$ cat src/rtl/slow_fifo_unpacker.sv
// slow_fifo_unpacker: pops 36-bit FIFO words and serialises them into a valid/ready byte stream
module slow_fifo_unpacker #(
  parameter int pCOUNT_WIDTH = 32
) (
  input  logic                    clk,
  input  logic                    rst_n,
  input  logic                    flush,
  input  logic                    mode_12bit,
  input  logic                    drain,
  input  logic                    fifo_empty,
  output logic                    fifo_rd,
  input  logic [35:0]             fifo_dout,
  output logic                    byte_valid,
  input  logic                    byte_ready,
  output logic [7:0]              byte_data,
  output logic [pCOUNT_WIDTH-1:0] words_read,
  output logic                    idle
);
  typedef enum logic [1:0] {IDLE, LOAD, EMIT, TAIL} state_t;
  state_t      state;
  logic [35:0] hold;
  logic [2:0]  idx;
  logic        phase;
  logic        mode;
  logic [3:0]  carry;
  logic        accept;
  logic        last;
  logic [5:0]  sh;
  // byte selection, handshake and read strobe; reads are gated off in reset, flush, LOAD and TAIL
  always_comb begin
    accept     = byte_valid & byte_ready;
    last       = mode ? (idx == (phase ? 3'd4 : 3'd3)) : (idx == 3'd2);
    sh         = mode ? ((phase ? 6'd32 : 6'd28) - {idx, 3'b000}) : (6'd28 - 6'd12 * {3'b000, idx});
    byte_data  = (state == TAIL) ? {carry, 4'h0} :
                 (mode && phase && idx == 3'd0) ? {carry, hold[35:32]} : 8'(hold >> sh);
    byte_valid = (state == EMIT) || (state == TAIL);
    idle       = (state == IDLE) && !phase;
    fifo_rd    = rst_n && !flush && !fifo_empty &&
                 ((state == IDLE) || (state == EMIT && accept && last));
  end
  // word sequencing: capture on LOAD, step through bytes on accept, track the 12-bit phase and carry nibble
  always_ff @(posedge clk or negedge rst_n) begin
    if (!rst_n) begin
      state      <= IDLE;
      hold       <= '0;
      idx        <= '0;
      phase      <= 1'b0;
      mode       <= 1'b0;
      carry      <= '0;
      words_read <= '0;
    end else if (flush) begin
      state      <= IDLE;
      phase      <= 1'b0;
      carry      <= '0;
      words_read <= '0;
    end else begin
      if (fifo_rd && words_read != '1) words_read <= words_read + 1'b1;
      if (state == IDLE && !phase) mode <= mode_12bit;
      case (state)
        IDLE: state <= fifo_rd ? LOAD : (phase && drain && fifo_empty) ? TAIL : IDLE;
        LOAD: begin
          hold  <= fifo_dout;
          idx   <= '0;
          state <= EMIT;
        end
        EMIT: if (accept) begin
          if (!last) idx <= idx + 3'd1;
          else begin
            if (mode) phase <= !phase;
            if (mode && !phase) carry <= hold[3:0];
            state <= fifo_rd ? LOAD : IDLE;
          end
        end
        TAIL: if (accept) begin
          phase <= 1'b0;
          state <= IDLE;
        end
      endcase
    end
  end
endmodule

$ cat config.mk
export PLATFORM = sky130hd
export DESIGN_NAME = slow_fifo_unpacker
export DESIGN_NICKNAME = d
export VERILOG_FILES = /design/src/rtl/slow_fifo_unpacker.sv
export SDC_FILE = /design/constraint.sdc
export NUM_CORES = 1
export LEC_CHECK = 0
export BUFFER_PORTS_ARGS = -buffer_cell sky130_fd_sc_hd__buf_2
export CORE_UTILIZATION = 43
export DETAILED_ROUTE_END_ITERATION = 6
export GPL_TIMING_DRIVEN = 0
export SYNTH_ARGS = -nofsm -noshare
export SYNTH_HDL_FRONTEND = slang
export SYNTH_SLANG_ARGS = --single-unit
$ cat constraint.sdc
create_clock -name clk -period 4.8 [get_ports clk]
set_input_delay 1.44 -clock clk [delete_from_list [all_inputs] [get_ports clk]]
set_output_delay 1.44 -clock clk [all_outputs]
set_load 0.005 [all_outputs]
Yosys cells after proc, flatten, opt, wreduce, memory -nomap -nowiden

Index checks and enable logic that the tools add are counted.

Flip-flop bits (word level): 79
Output and inout bits: 43

$add $sub $neg: 4
$mul: 1
Equality and inequality tests: 12
Shift-type cells: 1
Mux-type cells: 30
Bitwise operators: 2
Reductions and logical operators: 32

Operators with widths:

| kind                    | count |
|---|---|
| $mux W32                | 2 |
| $shr A36 B6 Y8          | 1 |
| $add A32 B1 Y32 const B | 1 |
| $ne A32 B32 Y1 const B  | 1 |
| $mux W4                 | 5 |
| $mux W8                 | 2 |
| $logic_and A1 B1 Y1     | 12 |
| $mux W2                 | 6 |
| $mux W6                 | 2 |
| $ne A3 B3 Y1 const B    | 4 |
| $reduce_bool A2 Y1      | 6 |
| $mux W3                 | 3 |
| $pmux W2 S4             | 1 |
| $reduce_and A4 Y1       | 2 |
| $mux W1                 | 7 |
| $pmux W3 S2             | 1 |
| $sub A5 B6 Y6 const A   | 1 |
| $sub A6 B6 Y6           | 1 |
| $reduce_and A5 Y1       | 1 |
| $eq A2 B2 Y1 const B    | 2 |
| $mul A2 B3 Y4 const A   | 1 |
| $ne A2 B2 Y1 const B    | 2 |
| $reduce_and A2 Y1       | 2 |
| $add A3 B1 Y3 const B   | 1 |
| 12 further kinds        | 15 |

Depth between registers and ports, before layout

Gate-level depths: netlist (run 1).

Depth after elaboration: 12
Mapped depth: 8
Gate-level depth less buffers: 8

Worst setup path after synthesis (run 1)

Ideal clock, no wire load.

Kind: reg-to-output
Start point: register idx[1]
End point: output byte_data[1]
Arrival: 2.416 ns
Slack: 0.944 ns
Stages on the path, launching flop included: 8
Path buffers: 1
Cell sequence: dfrtp_1 inv_1 ha_1 mux2i_2 buf_2 mux4_2 mux2i_1 o22ai_1

Cells in the longest elaborated chain, start to end: 6
Elaborated cells on any way between the ends: 9

RTL lines:

| what                   | RTL line | source |
|---|---|---|
| start, declared        | 22       | `logic [2:0] idx;` |
| start signal, assigned | 67       | `if (!last) idx <= idx + 3'd1;` |
| $mul A2 B3 Y4          | 33       | `sh = mode ? ((phase ? 6'd32 : 6'd28) - {idx, 3'b000}) : (6'd28 - 6'd12 * {3'b000, idx});` |
| $sub A5 B6 Y6          | 33       |  |
| $mux W6                | 33       |  |
| $shr A36 B6 Y8         | 35       | `(mode && phase && idx == 3'd0) ? {carry, hold[35:32]} : 8'(hold >> sh);` |
| $mux W8 *              | 35       |  |
| $mux W8 *              | 34       | `byte_data = (state == TAIL) ? {carry, 4'h0} :` |
| end, declared          | 15       | `output logic [7:0] byte_data,` |

Every way passes the cells marked *; elsewhere a longest branch is shown, timed or not.

Worst setup path in the final report (run 1)

Start point: register idx[0]
End point: output byte_data[1]

Same word-level chain as after synthesis.

==> results of run 1 <==
==> routing by layer <==
| layer | part of all wire, % | track usage (%) |
|---|---|---|
| met5 | 0 | 0 |
| met4 | 1.1 | 6.64 |
| met3 | 4.6 | 3.53 |
| met1 | 44 | 28.7 |
| met2 | 51 | 39.8 |
==> layout by cell type, fill, tap and decap left out, drive strengths merged, types with 5 or more instances in the layout <==
master	Yosys	routed
o21ai	14	14
mux4	16	16
a21oi	22	22
and3	5	5
nor2	21	21
mux2	40	40
buf	6	92
or4	14	14
nand2	28	28
o41ai	6	6
inv	15	15
nor3	5	5
nand3	20	20
o31ai	15	15
nand4	11	11
dfrtp	79	79
o311ai	5	5
mux2i	19	19
nor2b	7	7
nor4	9	9
clkbuf	23	35
==> sequential cells by signal (all words and copies together), names as in the netlist <==
register	flops
carry	4
hold	36
idx	3
mode	1
phase	1
state	2
words_read	32
==> worst paths after layout <==
path                            slack [ps]             to  cells after the start  startpoint
max in group asynchronous             3240        hold[6]                      2       rst_n
min in group asynchronous              960  words_read[4]                      1       rst_n
worst max-delay path                   200   byte_data[1]                      9      idx[0]
worst min register to register         530       hold[13]                      1    hold[13]
worst min-delay path                   530       hold[13]                      1    hold[13]
worst max register to register        2210        hold[2]                      5    state[0]
==> timing repair <==
| item | 4_1_cts | 5_1_grt |
|---|---|---|
| resized for setup | 2 | 1 |
| setup buffers | 0 | 0 |
| endpoints found under the setup margin | 4 | 6 |
| gates cloned | 0 | 0 |
| hold buffers | 0 | 0 |
==> power by group through the flow <==
stage	logic (mW)	clock network [mW]	registers, mW
3_3_place_gp	0.773	0	0.875
6_report	0.798	0.461	0.870
5_1_grt	0.871	0.496	0.886
2_1_floorplan	0.578	0	0.845
4_1_cts	0.805	0.468	0.870
3_5_place_dp	0.788	0	0.882
==> logic make-up after synthesis <==
family,after synthesis,share of synthesized area [%]
XOR/XNOR,2,0.381
multiplexers,75,21.9
AO/OA/AOI/OAI,78,11.5
adder cells (fa/ha/maj),6,1.96
AND/OR/NAND/NOR,140,17.2
flip-flops,79,43.0
buffers and inverters,44,4.03
==> layout make-up <==
type / instances / share of cell area [%]
clock inverter: 4 / 0.370
buffer: 29 / 2.38
tap: 136 / 3.14
multi-input combinational: 301 / 45.3
clock buffer: 12 / 2.87
inverter: 15 / 1.04
timing repair buffer: 86 / 8.41
sequential: 79 / 36.5
==> per-stage QoR <==
stage | setup slack, ps | std cells | power [mW]
floorplan | 944 | 424 | 1.42
global placement | -608 | 645 | 1.65
detailed placement | 340 | 646 | 1.67
CTS | 97.0 | 662 | 2.14
global route | 57.7 | 662 | 2.25
finish | 197 | 662 | 2.13
==> worst max-delay path: stages, from the launching register on <==
cell and delay, ps:
dfrtp_1 480, ha_1 190, inv_1 70, fa_1 480, inv_1 40, mux2i_2 650
nor4b_1 130, a21oi_1 440, o22ai_1 180, buf_2 160
==> summary.txt, run 1 <==
Status
  – Status: completed

Synthesis
  – #FFs+latches synth: 79
  – Synth Flop Type: dfrtp_1
  – Post-Syn Area: 4600 µm²
  – Area share of the leading cell type in the synthesized netlist: 43.0%
  – Number of flops mapped to enable cells by yosys: 0
  – Cell count after synthesis: 424
  – Syn nets: 473
  – Yosys cell types: 51
  – Synth Warn #: 0
  – Avg Cell Area, Syn: 10.8 µm²
  – Commonest cells in the netlist: 79 x dfrtp_1, 40 x mux2_2, 28 x nand2_1
  – Area leader, netlist: dfrtp_1
  – Fraction of registers with async set/reset: 100%
  – Seq/Total Area, Yosys: 43.0%
  – Most common cell in the netlist: dfrtp_1
  – Synth area leaders: dfrtp_1 43%, mux2_2 9.8%, mux4_2 7.8%

STA
  – Period utilization: 95.9%
  – RSZ-0062 raised after global routing: false
  – Max-slew violation count: 0
  – Clock skew: 11.3 ps
  – Rel. slew slack: 43.1%
  – Max Freq: 217 MHz
  – # setup viols final: 0
  – Min Tclk post-route: 4600 ps
  – Final hold slack: 534 ps
  – Worst Tran Pin Value: 837 ps
  – Count of final hold-check violations: 0
  – Setup TNS Final: 0 ps

Setup path
  – CP max FO: 9
  – WS Path Type: register to output pin
  – Worst EP arrival: 3160 ps
  – CP endpoint kind: output pin
  – Crit start category: register
  – CP required: 3360 ps

Floorplan
  – Row cnt: 37
  – Die span in y: 105 µm
  – Die X: 105 µm
  – Core Area: 10,300 µm²
  – Starting Density: 44.5%
  – Die area: 11,100 µm²
  – IO Pins: 86

Final layout
  – Layout Area Growth over Synthesis: 17.8%
  – Fin nets: 570
  – Share of cells above drive strength 1: 33.1%
  – Multi-input logic area: 2450 µm²
  – Design area: 5410 µm²
  – FF/Latch Area: 1980 µm²
  – Core Util, Final: 52.4%
  – Fillers: 974
  – Antenna Diode Count: 0

Place
  – IO Port Bufs: 85
  – Hpwl dp: 8730 µm
  – GP Congestion: 0.820
  – Placed cell area: 5220 µm²

Routing
  – Detail Route Antenna Nets: 0
  – Vias/cell: 5.81
  – First-pass iteration count of the detailed router: 4
  – WL final: 11,800 µm
  – DR DRC count: 0
  – Routed wire per std cell: 17.9 µm
  – Vias: 3,847
  – Initial drt markers: 198

Global routing
  – Initial antenna violation count: 0
  – Largest net degree at the start of global routing: 61
  – First-pass GRT wire length: 19,800 µm
  – Gr usage total: 22.6%
  – Grt total ovfl: 0
  – Vias in the first global route: 3,934

Clock network
  – CTS root buf: clkbuf_8
  – Worst-path clk slew: 80 ps
  – Num CTS Buffers: 9
  – Clock sinks: 79
  – CTS tree: done
  – Max clock buf depth: 2
  – Clock Latency Late Sink: 350 ps
  – H-tree levels: 3

Power
  – Internal: 1.43 mW
  – Flop pwr share: 40.8%
  – P_sw: 696 µW
  – Net Sw Frac: 32.7%
  – Logic pwr share: 37.5%
  – Pleak: 2.38 nW
  – VDD IR-drop max: 0.000278 V
  – Cell Pwr Density: 393 nW/µm²
  – Clock power share: 21.7%

Worst hold path
  – Hold WC Path Type: register to register

Run
  – Maxcap violations: 0
Power figures use the tool's default switching activity.
==> run 2, diff against run 1 <==
- ABC_AREA: default -> 1
- ABC_CLOCK_PERIOD_IN_PS: default -> 4800
- HOLD_SLACK_MARGIN: default -> 0.08
==> summary.txt, run 2 <==
Status
  – Status: completed

Power
  – Flop pwr share: 38.4% (-2.4 points)
  – Pleak: 3.17 nW (+33%)
  – Logic pwr share: 27.5% (-10 points)
  – VDD IR-drop max: 0.000181 V (-35%)
  – Clock power share: 34.0% (+12 points)
  – Cell Pwr Density: 327 nW/µm² (-17%)
  – Tot Pwr: 2.08 mW (-2.3%)
  – P_sw: 709 µW (+1.8%)
  – Net Sw Frac: 34.1% (+1.4 points)
  – Internal: 1.37 mW (-4.4%)

Worst hold path
  – Hold WC Path Type: register to register
  – Number of cells on the worst hold path: 2 (+1)

Global routing
  – First-pass GRT wire length: 26,500 µm (+33%)
  – Initial antenna violation count: 0 (unchanged)
  – Largest net degree at the start of global routing: 43 (-30%)
  – Vias in the first global route: 5,364 (+36%)
  – Grt total ovfl: 0 (unchanged)
  – Gr usage total: 26.4% (+3.8 points)

Place
  – Hpwl dp: 12,600 µm (+45%)
  – IO Port Bufs: 84 (-1.2%)
  – Pre-CTS setup slack: 745 ps (+406 ps)
  – GP Congestion: 0.936 (+14%)
  – Placed insts: 1,059 (+64%)

Synthesis
  – Fraction of registers with async set/reset: 100% (unchanged)
  – Most common cell in the netlist: nand2_1
  – Area share of the leading cell type in the synthesized netlist: 36.6% (-6.4 points)
  – #FFs+latches synth: 79 (unchanged)
  – Seq/Total Area, Yosys: 36.6% (-6.4 points)
  – Post-Syn Area: 5400 µm² (+17%)
  – Commonest cells in the netlist: 227 x nand2_1, 130 x nor2_1, 107 x nand3_1
  – Yosys cell types: 28 (-45%)
  – Avg Cell Area, Syn: 6.70 µm² (-38%)
  – Area leader, netlist: dfrtp_1
  – Synth area leaders: dfrtp_1 37%, nand2_1 16%, nand3_1 9.9%
  – Synth Flop Type: dfrtp_1
  – Number of flops mapped to enable cells by yosys: 0 (unchanged)
  – Syn nets: 855 (+81%)
  – Synth Warn #: 0 (unchanged)
  – Cell count after synthesis: 806 (+90%)

STA
  – Min Tclk post-route: 4330 ps (-278 ps)
  – Worst Tran Pin Value: 570 ps (-267 ps)
  – Max Freq: 231 MHz (+6.4%)
  – Rel. slew slack: 62.0% (+19 points)
  – # setup viols final: 0 (unchanged)
  – Clock skew: 6.31 ps (-4.98 ps)
  – RSZ-0062 raised after global routing: false
  – Final hold slack: 489 ps (-45.4 ps)
  – Count of final hold-check violations: 0 (unchanged)
  – Setup TNS Final: 0 ps (unchanged)
  – Max-slew violation count: 0 (unchanged)
  – Worst setup margin: 475 ps (+278 ps)
  – Period utilization: 90.1% (-5.8 points)

Routing
  – Vias/cell: 5.10 (-12%)
  – Detail Route Antenna Nets: 0 (unchanged)
  – Routed wire per std cell: 15.0 µm (-16%)
  – Initial drt markers: 267 (+35%)
  – WL final: 16,100 µm (+36%)
  – DR DRC count: 0 (unchanged)
  – First-pass iteration count of the detailed router: 4 (unchanged)
  – Vias: 5,479 (+42%)

Floorplan
  – Core Area: 12,100 µm² (+17%)
  – Die X: 114 µm (+8.2%)
  – IO Pins: 86 (unchanged)
  – Die area: 13,000 µm² (+17%)
  – Starting Density: 44.6% (+0.061 points)
  – Row cnt: 40 (+8.1%)
  – Die span in y: 114 µm (+8.2%)

Clock network
  – Clock Latency Late Sink: 350 ps (about the same)
  – H-tree levels: 3 (unchanged)
  – Num CTS Buffers: 9 (unchanged)
  – CTS root buf: clkbuf_16
  – Hold_buf cts: 0 (unchanged)
  – Clock sinks: 79 (unchanged)
  – CTS tree: done
  – Post-cts resize count: 0 (-2)
  – Worst-path clk slew: 60 ps (-20 ps)
  – Post CTS Setup Buffer Count: 0 (unchanged)
  – Max clock buf depth: 2 (unchanged)

Final layout
  – Share of cells above drive strength 1: 19.6% (-13 points)
  – FF/Latch Area: 1980 µm² (unchanged)
  – Largest registers: hold: 36 flops, words_read: 32 flops, carry: 4 flops
  – Commonest non-fill, non-tap cells in the layout: 227 x nand2_1, 130 x nor2_1, 107 x nand3_1
  – Antenna Diode Count: 0 (unchanged)
  – Biggest register: hold
  – Fillers: 1,250 (+28%)
  – Max reg flops: 36 (unchanged)
  – Non-filler cells, final: 1,075 (+62%)
  – Multi-input logic area: 2900 µm² (+19%)
  – Most common cell after layout, fill and taps aside: nand2_1
  – Layout Area Growth over Synthesis: 17.6%
  – Fin nets: 951 (+67%)

Setup path
  – R2r worst-path depth: 11 (+6)
  – Crit start category: register
  – CP endpoint kind: output pin
  – WS Path Type: register to output pin
  – Worst EP arrival: 2890 ps (-270 ps)
  – CP max FO: 10 (+1)
  – CP required: 3360 ps (about the same)

Run
  – Maxcap violations: 0 (unchanged)
-- run 2: cell count changes in the layout (fill, tap and decap cells not counted), sizes merged, moves of 19 or more --
cell   change
mux2i     -19
a21oi     +32
nand2    +240
nand3     +88
nor2     +115
inv       +62
mux2      -40
-- run 2: cell families after synthesis --
| logic type | count (synthesis) | synth area share (%) |
|---|---|---|
| and+or+nand+nor | 517 | 41.9 |
| adders and majority gates | 6 | 1.67 |
| AOI/OAI and AO/OA | 78 | 7.83 |
| xor gates and xnor gates | 15 | 2.43 |
| buffers and inverters | 111 | 9.59 |
| DFF | 79 | 36.6 |
-- run 2: power groups by stage --
stage               clock (mW)  combinational, mW  sequential (mW)
finish                   0.707              0.572            0.799
global route             0.748              0.636            0.808
CTS                      0.720              0.572            0.799
detailed placement           0              0.569            0.811
global placement             0              0.562            0.809
floorplan                    0              0.374            0.795
-- run 2: layout make-up --
| class | count | area share (%) |
|---|---|---|
| Clock buffer | 10 | 3.76 |
| Tap cell | 168 | 3.31 |
| Inverter | 77 | 4.55 |
| Sequential cell | 79 | 31.1 |
| Multi-Input combinational cell | 616 | 45.7 |
| Buffer | 34 | 3.61 |
| Clock inverter | 6 | 0.946 |
| Timing Repair Buffer | 85 | 6.97 |
-- run 2: path summary, 6_finish.rpt --
kind	from	endpoint	slack (ps)
worst min-delay path	hold[1]	carry[1]	490
worst max register to register	words_read[0]	words_read[24]	2660
worst min register to register	hold[1]	carry[1]	490
worst max-delay path	idx[1]	byte_data[2]	470
min in group asynchronous	rst_n	words_read[4]	1060
max in group asynchronous	rst_n	words_read[21]	3130
-- run 2: critical path, cell delays in order, from the launching register on --
cell and delay, ps:
dfrtp_1 470, ha_1 230, inv_1 100, fa_1 430, o21ai_2 410, nand3_1 250
nor2_1 180, a21oi_1 90, a21oi_1 220, buf_2 150
-- run 2: per-layer routing --
metal / vias up / part of all wire, % / track usage, %
met4: 0 / 3.3 / 12.6
met2: 149 / 51 / 48.0
met5: - / 0 / 0
li1: 2739 / - / -
met3: 37 / 3.6 / 3.39
met1: 2554 / 42 / 30.7
-- run 2: through the flow --
step	util (%)	area, µm²
finish	52.4	6350
global route	52.4	6350
CTS	52.4	6350
detailed placement	50.0	6050
global placement	49.8	6030
floorplan	-	5400
